$ cat config.mk
export PLATFORM = sky130hd
export DESIGN_NAME = fetch_queue
export DESIGN_NICKNAME = d
export VERILOG_FILES = /design/src/rtl/fetch_queue.sv
export SDC_FILE = /design/constraint.sdc
export NUM_CORES = 1
export LEC_CHECK = 0
export BUFFER_PORTS_ARGS = -buffer_cell sky130_fd_sc_hd__buf_2
export CORE_MARGIN = 1.5
export CORE_UTILIZATION = 41
export DETAILED_ROUTE_END_ITERATION = 12
export SETUP_SLACK_MARGIN = 0.5
export SLEW_MARGIN = 20
export SYNTH_ARGS = -nofsm -noshare
export SYNTH_HDL_FRONTEND = slang
export SYNTH_SLANG_ARGS = --single-unit
$ cat constraint.sdc
create_clock -name clk -period 5.89 [get_ports clk]
set_input_delay 1.767 -clock clk [delete_from_list [all_inputs] [get_ports clk]]
set_output_delay 1.767 -clock clk [all_outputs]
set_load 0.03 [all_outputs]
$ cat src/rtl/fetch_queue.sv
// rtl/fetch_queue.sv - instruction prefetch queue between instruction memory and decode
// Optional feature macro: FETCH_STALL_COUNT_EN adds the stall_count output.
module fetch_queue #(
  parameter int WORD_WIDTH = 16,
  parameter int DEPTH      = 4
) (
  input  logic                  clk,
  input  logic                  rst_n,
  output logic                  mem_rd,
  output logic [WORD_WIDTH-1:0] mem_addr,
  input  logic [WORD_WIDTH-1:0] mem_data,
  input  logic                  redirect,
  input  logic [WORD_WIDTH-1:0] redirect_addr,
  output logic [WORD_WIDTH-1:0] out_instr,
  output logic [WORD_WIDTH-1:0] out_pc,
  output logic                  out_valid,
  input  logic                  out_ready
`ifdef FETCH_STALL_COUNT_EN
  ,
  output logic [WORD_WIDTH-1:0] stall_count
`endif
);

  localparam int PTR_W = (DEPTH > 1) ? $clog2(DEPTH) : 1;
  localparam int CNT_W = PTR_W + 1;
  localparam logic [CNT_W:0] DEPTH_C = (CNT_W + 1)'(DEPTH);

  logic [WORD_WIDTH-1:0] fetch_pc;
  logic [WORD_WIDTH-1:0] inflight_pc;
  logic                  inflight;
  logic                  squash;
  logic [PTR_W-1:0]      rd_ptr;
  logic [PTR_W-1:0]      wr_ptr;
  logic [CNT_W-1:0]      occupancy;
  logic [WORD_WIDTH-1:0] instr_mem [DEPTH];
  logic [WORD_WIDTH-1:0] pc_mem    [DEPTH];
  logic [CNT_W:0]        credits_used;
  logic                  push;
  logic                  pop;

  // Issue, push and pop decisions; redirect overrides all three.
  // Issue is gated by reset so the memory sees no strobe while held in reset,
  // and it counts the in-flight read as a used slot so a late return always fits.
  always_comb begin
    credits_used = {1'b0, occupancy} + (CNT_W + 1)'(inflight);
    mem_rd       = rst_n & ~redirect & (credits_used < DEPTH_C);
    push         = inflight & ~squash & ~redirect;
    pop          = out_valid & out_ready & ~redirect;
  end

  assign mem_addr  = fetch_pc;
  assign out_valid = (occupancy != '0);
  assign out_instr = instr_mem[rd_ptr];
  assign out_pc    = pc_mem[rd_ptr];

  // Fetch PC and in-flight read tracking.
  always_ff @(posedge clk or negedge rst_n) begin
    if (!rst_n) begin
      fetch_pc    <= '0;
      inflight    <= 1'b0;
      inflight_pc <= '0;
      squash      <= 1'b0;
    end else begin
      inflight <= mem_rd;
      squash   <= redirect & inflight;
      if (redirect) begin
        fetch_pc <= redirect_addr;
      end else if (mem_rd) begin
        fetch_pc    <= fetch_pc + WORD_WIDTH'(1);
        inflight_pc <= fetch_pc;
      end
    end
  end

  // FIFO pointers and occupancy; a redirect empties the queue outright.
  always_ff @(posedge clk or negedge rst_n) begin
    if (!rst_n) begin
      rd_ptr    <= '0;
      wr_ptr    <= '0;
      occupancy <= '0;
    end else if (redirect) begin
      rd_ptr    <= '0;
      wr_ptr    <= '0;
      occupancy <= '0;
    end else begin
      if (push) wr_ptr <= wr_ptr + PTR_W'(1);
      if (pop)  rd_ptr <= rd_ptr + PTR_W'(1);
      case ({push, pop})
        2'b10:   occupancy <= occupancy + CNT_W'(1);
        2'b01:   occupancy <= occupancy - CNT_W'(1);
        default: occupancy <= occupancy;
      endcase
    end
  end

  // Entry storage; cleared on reset so the head reads as zero until filled.
  always_ff @(posedge clk or negedge rst_n) begin
    if (!rst_n) begin
      for (int i = 0; i < DEPTH; i++) begin
        instr_mem[i] <= '0;
        pc_mem[i]    <= '0;
      end
    end else if (push) begin
      instr_mem[wr_ptr] <= mem_data;
      pc_mem[wr_ptr]    <= inflight_pc;
    end
  end

`ifdef FETCH_STALL_COUNT_EN
  // Saturating count of cycles where decode was ready but had nothing to take.
  always_ff @(posedge clk or negedge rst_n) begin
    if (!rst_n) begin
      stall_count <= '0;
    end else if (out_ready && !out_valid && !redirect && (stall_count != '1)) begin
      stall_count <= stall_count + WORD_WIDTH'(1);
    end
  end
`endif

endmodule

==> impl_metrics.json, run 1 <==
{
  "worstMarginPinSlew_ps": 1010,
  "p_per_area_nw_per_um2": 464,
  "synth_ff_type": "dfrtp_1",
  "worst_ep_arrival_time_ps": 3110,
  "dieArea_um2": 19200,
  "vias_per_cell": 5.48,
  "whs_path_depth": 1,
  "drc": 0,
  "num_antenna_cells": 0,
  "rr_worst_depth": 3,
  "gp_routability_congestion": 0.825,
  "cp_data_required_time_ps": 4120,
  "maxCapViolCount": 0,
  "grt_max_degree": 171,
  "ff_latch_area_um2": 4230,
  "die_y_um": 139,
  "ir_worst_vdd_mv": 0.293,
  "synth_common_cells": "dfrtp_1, mux2_2, nand2_1, mux4_2, clkbuf_1",
  "setup_viol": 0,
  "hold_buffers": 0,
  "core_um2": 18000,
  "syn_to_final_growth_pct": 16.0,
  "reg2reg_from": "inflight",
  "synth_top_area_frac": 0.561,
  "cts_num_sinks": 169,
  "ys_seq_area_frac": 0.561,
  "grt.total_usage": 0.180,
  "dp.cells": 822,
  "clk_pin_slew_worst_paths_ps": 60,
  "drt_first_iter_violations": 273,
  "ys_top_cells_by_area": "dfrtp_1, mux2_2, mux4_2, nand2_1, buf_2",
  "fin_nets": 654,
  "grt_pass1_vias": 4986,
  "ant_nets": 0,
  "overflow": 0,
  "startpoint_type": "input port",
  "rsz0062_at_grt": "false",
  "firstDrtPassIters": 4,
  "ios": 86,
  "cts_max_level": 4,
  "vias": 4676,
  "cts_setup_buffers": 0,
  "min_to": "instr_mem[31]",
  "crit_path_end_kind": "output pin",
  "syn_avg_cell_area_um2": 14.0,
  "skew_ps": 7.81,
  "clock_tree.root_cell": "clkbuf_16",
  "crit_type": "input port to output pin",
  "final_cells": 854,
  "portBuffers": 85,
  "worstSkewPairLatency_ps": 420,
  "synthCells": 540,
  "grt_antenna_before_repair": 0,
  "finalHoldViolations": 0,
  "r2r_setup_slack_ps": 3380,
  "synth_cell_type_count": 44,
  "status": "completed",
  "die_w_um": 139,
  "cts_resized": 0,
  "yosysMostFrequentCell": "dfrtp_1",
  "min_from": "instr_mem[31]",
  "slew_headroom": 0.325,
  "r2r-end": "instr_mem[45]",
  "syn-num-nets": 582,
  "numCtsBuffers": 17,
  "period_minus_slack_ps": 4870,
  "ys_warn_count": 0,
  "routedWlPerCell_um": 19.1,
  "clockBufferDepth": 2,
  "yosysTopAreaCell": "dfrtp_1",
  "nFillCells": 1617,
  "async_reset_ff_frac": 1.00,
  "wl_um": 16300,
  "cellLeakagePower_nw": 4.12,
  "holdCritPathClass": "register to register",
  "drive_gt1_frac": 0.454,
  "initial_core_util": 0.418,
  "netlist_area_um2": 7540,
  "hpwlAfterDp_um": 10200,
  "fin_setup_tns_ps": 0,
  "synth_edf_count": 0,
  "grt_pass1_wl_um": 27100,
  "row_count": 49,
  "crit_path_max_fanout": 23,
  "ys_seq_elements": 169,
  "cts_tree": "built",
  "multi_input_area_um2": 3140,
  "max_clock_freq_mhz": 205,
  "fin_crit_sh": 0.827,
  "maxSlewViolCount": 0
}
==> flip-flops by register name (all words and copies together) (netlist names) <==
name	flops
inflight	1
inflight_pc	16
instr_mem	64
mem_addr	16
occupancy	3
pc_mem	64
rd_ptr	2
squash	1
wr_ptr	2
==> area by class of cell <==
| type | instances | area share |
|---|---|---|
| Multi-Input combinational cell | 329 | 0.359 |
| Timing Repair Buffer | 90 | 0.0551 |
| Clock buffer | 26 | 0.0605 |
| Clock inverter | 6 | 0.00701 |
| Inverter | 5 | 0.00215 |
| Sequential cell | 169 | 0.484 |
| Tap cell | 229 | 0.0328 |
==> how the worst max path moves through the flow <==
stage | to | slack, ps | depth (start not counted) | startpoint
after floorplan | mem_rd | 1320 | 6 | redirect
after global placement | mem_rd | 1100 | 5 | rst_n
after detailed placement | mem_rd | 1050 | 5 | rst_n
after CTS | mem_rd | 1050 | 5 | rst_n
after global routing | mem_rd | 920 | 5 | rst_n
final | mem_rd | 1020 | 5 | rst_n
==> cell families after synthesis <==
kind of cell               count (synthesis)  synth area share
AOI/OAI and AO/OA                         31            0.0317
buffers and inverters                     42            0.0236
adders and majority gates                  6            0.0110
and+or+nand+nor                          127            0.0802
DFF                                      169             0.561
xor gates and xnor gates                   4           0.00465
muxes                                    161             0.288
==> layer usage <==
layer,vias to the layer above,routed length (µm),track usage
met1,2435,7720,0.250
met2,123,7830,0.288
met3,8,633,0.0428
met4,0,138,0.0477
li1,2110,-,-
met5,-,0,0
==> power by group <==
part	internal [mW]	total, mW	switching [mW]
logic	0.556	1.22	0.663
registers	1.48	1.74	0.260
clock network	0.660	1.10	0.440
==> layout by cell type, fill, tap and decap left out, types with 6 or more instances in the layout <==
cell,count
dfrtp_1,168
mux2_2,121
buf_2,84
nand2_1,66
mux4_2,32
clkbuf_16,17
nand3_1,11
nor2_1,11
o211ai_1,9
mux2_1,7
clkbuf_8,7
nor3_1,6
==> worst max-delay path, stage by stage <==
cell and delay [ps]:
buf_6 100, nor2b_1 210, nand3_1 140, inv_1 560, buf_2 320
==> per-stage QoR <==
| stage | cell area (µm²) | hold slack (ps) | total power, mW | setup slack [ps] | utilization |
|---|---|---|---|---|---|
| finish | 8750 | 484 | 4.06 | 1020 | 0.485 |
| detailed placement | 8160 | 470 | 3.00 | 1050 | 0.452 |
| global route | 8750 | 512 | 4.27 | 924 | 0.485 |
| CTS | 8750 | 485 | 4.11 | 1050 | 0.485 |
| floorplan | 7540 | 452 | 2.61 | 1320 | - |
| global placement | 8160 | 463 | 2.93 | 1100 | 0.452 |
(Power assumes the default switching activity.)
==> run 2, diff against run 1 <==
Clock period 5.89 ns to 4.9 ns, I/O delays scaled along.
==> run 2 against run 1 <==
Against the previous run: critical endpoint is now out_pc[12]; critical path depth fell by 2; largest cell class unchanged; sequential power rose by 19%; sequential cell count did not move; clock power rose by 25%; power increased by 21%; highest routed layer unchanged.
==> impl_metrics.json, run 2 (synthesized netlist as in run 1, its figures left out) <==
{
  "cts_tree": "built",
  "top_regs": "instr_mem x64, pc_mem x64",
  "total_switching_power_mw": 1.63,
  "row_count": 49,
  "holdCritPathClass": "register to register",
  "period_minus_slack_ps": 3780,
  "rr_worst_depth": 3,
  "firstDrtPassIters": 4,
  "nFillCells": 1619,
  "dieArea_um2": 19200,
  "hold_buffers": 0,
  "placed_cell_area_um2": 8170,
  "wl_um": 16500,
  "grt.total_usage": 0.183,
  "core_um2": 18000,
  "portBuffers": 85,
  "ff_latch_area_um2": 4230,
  "power.share.combinational": 0.301,
  "cp_data_required_time_ps": 3430,
  "grt_pass1_vias": 5071,
  "maxSlewViolCount": 0,
  "ir_worst_vdd_mv": 0.542,
  "num_antenna_cells": 0,
  "gp_routability_congestion": 0.799,
  "seqPwrFrac": 0.421,
  "finalHoldViolations": 0,
  "grt_pass1_wl_um": 27400,
  "max_clock_freq_mhz": 265,
  "fin_crit_sh": 0.771,
  "whs_path_depth": 1,
  "rsz0062_at_grt": "false",
  "p_int_mw": 3.30,
  "clk_pin_slew_worst_paths_ps": 60,
  "startpoint_type": "register",
  "grt_max_degree": 76,
  "syn_to_final_growth_pct": 16.4,
  "final_common_cell": "dfrtp_1",
  "fin_nets": 658,
  "die_w_um": 139,
  "final_area_um2": 8780,
  "hpwlAfterDp_um": 10400,
  "cpPeakStageDelay_ps": 780,
  "drc": 0,
  "ant_nets": 0,
  "worstSkewPairLatency_ps": 420,
  "final_cell_mix": "dfrtp_1, mux2_2, buf_2",
  "crit_path_max_fanout": 18,
  "vias": 4699,
  "overflow": 0,
  "ios": 86,
  "vias_per_cell": 5.48,
  "cpMaxStageDelayCell": "dfrtp_2",
  "cts_setup_buffers": 0,
  "initial_core_util": 0.418,
  "maxCapViolCount": 0,
  "drt_first_iter_violations": 168,
  "cts_max_level": 4,
  "clock_tree.root_cell": "clkbuf_16",
  "cts_resized": 0,
  "swShare": 0.330,
  "clockBufferDepth": 2,
  "status": "completed",
  "numCtsBuffers": 17,
  "grt_antenna_before_repair": 0,
  "pwr-share-clk": 0.278,
  "die_y_um": 139,
  "cts_num_sinks": 169,
  "drive_gt1_frac": 0.454,
  "fin_setup_tns_ps": 0,
  "slew_headroom": 0.335,
  "skew_ps": 9.47,
  "crit_type": "register to output pin",
  "routedWlPerCell_um": 19.3,
  "multi_input_area_um2": 3140,
  "cellLeakagePower_nw": 4.13,
  "worst_ep_arrival_time_ps": 2310,
  "worstMarginPinSlew_ps": 997,
  "setup_viol": 0,
  "crit_path_end_kind": "output pin",
  "crit_path_cell_trace": "buf_4, mux4_2, buf_2",
  "p_per_area_nw_per_um2": 561
}
==> run 2: layout make-up <==
class	count	share of cell area
clock buffers	25	0.0564
repair buffers	94	0.0569
inverters	5	0.00214
clock inverters	6	0.0127
flip-flops and latches	169	0.482
multi-input cells	329	0.357
well taps	229	0.0326
==> run 2: path summary, 6_finish.rpt <==
kind                            start       endpoint  slack, ps
setup reg to reg             inflight  instr_mem[23]       2410
hold / removal             pc_mem[34]     pc_mem[34]        490
setup / recovery            rd_ptr[0]     out_pc[12]       1120
hold reg to reg            pc_mem[34]     pc_mem[34]        490
min in group asynchronous       rst_n     pc_mem[21]       1160
max in group asynchronous       rst_n      rd_ptr[0]       2280
==> run 2: critical path, delay by kind of cell (launching register included) <==
family | cells | cell delay (ps)
buffers and inverters | 2 | 560
DFF | 1 | 780
muxes | 1 | 550
==> run 2: through the flow <==
stage	utilization	hold WS, ps	instances	worst slack [ps]	total power, mW
2_1_floorplan	-	452	540	921	3.14
3_3_place_gp	0.453	462	826	1190	3.54
3_5_place_dp	0.453	475	826	1200	3.60
4_1_cts	0.487	488	857	1040	4.99
5_1_grt	0.487	511	857	958	5.20
6_report	0.487	485	857	1120	4.93
==> run 2: power by group through the flow <==
| stage | registers (mW) | logic (mW) | clock network [mW] |
|---|---|---|---|
| floorplan | 2.00 | 1.14 | 0 |
| global placement | 2.06 | 1.47 | 0 |
| detailed placement | 2.10 | 1.50 | 0 |
| CTS | 2.08 | 1.51 | 1.40 |
| global route | 2.13 | 1.60 | 1.47 |
| finish | 2.07 | 1.48 | 1.37 |
==> run 2: metal layers <==
| layer | part of all wire | track usage |
|---|---|---|
| met3 | 0.046 | 0.0459 |
| met5 | 0 | 0 |
| met2 | 0.49 | 0.295 |
| met1 | 0.46 | 0.248 |
| met4 | 0.0090 | 0.0504 |
==> run 3, diff against run 2 <==
Clock period 4.9 ns to 3.35 ns, I/O delays scaled along.
==> run 3 against run 2 <==
Against the previous run: combinational power up 73%; hold slack worse by 96 ps; sequential cell count unchanged; critical endpoint is now out_instr[8]; global-route usage down 0.29 points; sequential share of layout area down 1.6 points.
==> impl_metrics.json, run 3 (synthesized netlist as in run 1, its figures left out) <==
{
  "status": "completed",
  "clk_pin_slew_worst_paths_ps": 60,
  "cts_tree": "built",
  "drt_first_iter_violations": 156,
  "skew_ps": 4.70,
  "pre_cts_slack_ps": 506,
  "final_cells": 869,
  "max_clock_freq_mhz": 357,
  "worstMarginPinSlew_ps": 811,
  "final_util": 0.504,
  "vias": 4718,
  "initial_core_util": 0.418,
  "grt.total_usage": 0.180,
  "syn_to_final_growth_pct": 20.4,
  "final_common_cell": "dfrtp_1",
  "crit_type": "register to output pin",
  "wl_um": 16600,
  "grt_max_degree": 66,
  "portBuffers": 85,
  "worstSkewPairLatency_ps": 420,
  "crit_path_max_fanout": 7,
  "maxSlewViolCount": 0,
  "core_um2": 18000,
  "routedWlPerCell_um": 19.1,
  "clockBufferDepth": 2,
  "vias_per_cell": 5.43,
  "holdCritPathClass": "input port to asynchronous set/reset pin",
  "numCtsBuffers": 17,
  "top_regs": "instr_mem x64, pc_mem x64",
  "dieArea_um2": 19200,
  "clock_tree.root_cell": "clkbuf_16",
  "nFillCells": 1552,
  "fin_setup_tns_ps": 0,
  "rsz0062_at_grt": "true",
  "slew_headroom": 0.459,
  "worst_ep_arrival_time_ps": 1790,
  "cellLeakagePower_nw": 4.25,
  "seqPwrFrac": 0.407,
  "pwr-share-clk": 0.246,
  "cts_max_level": 4,
  "die_y_um": 139,
  "gp_routability_congestion": 0.865,
  "firstDrtPassIters": 4,
  "maxCapViolCount": 0,
  "final_cell_mix": "dfrtp_1, mux2_2, nand2_1",
  "num_antenna_cells": 0,
  "cpPeakStageDelay_ps": 540,
  "cts_num_sinks": 169,
  "crit_path_cell_trace": "buf_12, buf_16, mux4_2, buf_6",
  "hpwlAfterDp_um": 10300,
  "dp.cells": 830,
  "ir_worst_vdd_mv": 0.479,
  "grt_antenna_before_repair": 0,
  "die_w_um": 139,
  "total_switching_power_mw": 2.45,
  "cp_data_required_time_ps": 2340,
  "drive_gt1_frac": 0.469,
  "power.share.combinational": 0.348,
  "setup_viol": 0,
  "fin_crit_sh": 0.836,
  "period_minus_slack_ps": 2800,
  "ios": 86,
  "cpMaxStageDelayCell": "mux4_2",
  "grt_pass1_vias": 5172,
  "crit_path_end_kind": "output pin",
  "drc": 0,
  "ant_nets": 0,
  "p_int_mw": 4.92,
  "row_count": 49,
  "swShare": 0.332,
  "p_per_area_nw_per_um2": 812,
  "grt_pass1_wl_um": 27300,
  "finalHoldViolations": 0,
  "startpoint_type": "register",
  "overflow": 0,
  "layout_setup_ws_ps": 550,
  "fin_nets": 669
}
## run 3: cell count changes in the layout (fill, tap and decap cells not counted), moves of 2 or more
cell       previous run  this run
buf_12                0         4
buf_16                0         2
buf_2                84        60
buf_4                 9        13
buf_6                 1        24
bufinv_16             3         0
clkbuf_1              4         2
clkbuf_8              4         6
clkinv_2              1         5
## run 3: repair_timing
action | CTS | global route
gates cloned | 2 | 1
buffers inserted | 4 | 0
endpoints found under the hold margin | 0 | 0
hold buffers | 0 | 0
gates resized for setup | 4 | 72
endpoints found under the setup margin | 30 | 24
## run 3: final timing paths
check	from	end	slack, ps	cells after the start
max	rd_ptr[0]	out_instr[8]	550	4
min	rst_n	instr_mem[60]	390	1
max reg2reg	occupancy[0]	occupancy[2]	1100	6
min reg2reg	pc_mem[20]	pc_mem[20]	490	1
max in group asynchronous	rst_n	instr_mem[52]	1220	3
min in group clk	pc_mem[20]	pc_mem[20]	490	1
## run 3: cell type report
cell class | count | area (µm²) | area share
clock buffer | 25 | 515 | 0.0568
timing repair buffer | 105 | 836 | 0.0921
tap | 229 | 287 | 0.0316
multi-input combinational | 329 | 3150 | 0.347
sequential | 169 | 4230 | 0.466
clock inverter | 7 | 40.0 | 0.00441
inverter | 5 | 23.8 | 0.00262
## run 3: layer usage
metal,track usage,share of wire,vias up
li1,-,-,2147
met1,0.241,0.46,2444
met2,0.296,0.49,117
met3,0.0432,0.040,10
met4,0.0499,0.0080,0
met5,0,0,-
## run 3: per-stage QoR
step                power, mW  cell area (µm²)  hold slack (ps)
detailed placement       5.29             8240              473
floorplan                4.59             7540              452
global placement         5.19             8240              462
finish                   7.37             9080              389
global route             7.77             9080              370
CTS                      7.20             8900              370
## run 3: power groups by stage
stage	registers (mW)	logic [mW]	clock network, mW
after floorplan	2.93	1.66	0
after global placement	2.98	2.20	0
after detailed placement	3.04	2.25	0
after CTS	2.99	2.33	1.87
after global routing	3.08	2.73	1.96
final	3.00	2.56	1.81
## run 3: worst max-delay path, delay by kind of cell, from the launching register on
| kind | cells | cell delay, ps |
|---|---|---|
| buffers and inverters | 3 | 440 |
| muxes | 1 | 540 |
| DFF | 1 | 390 |
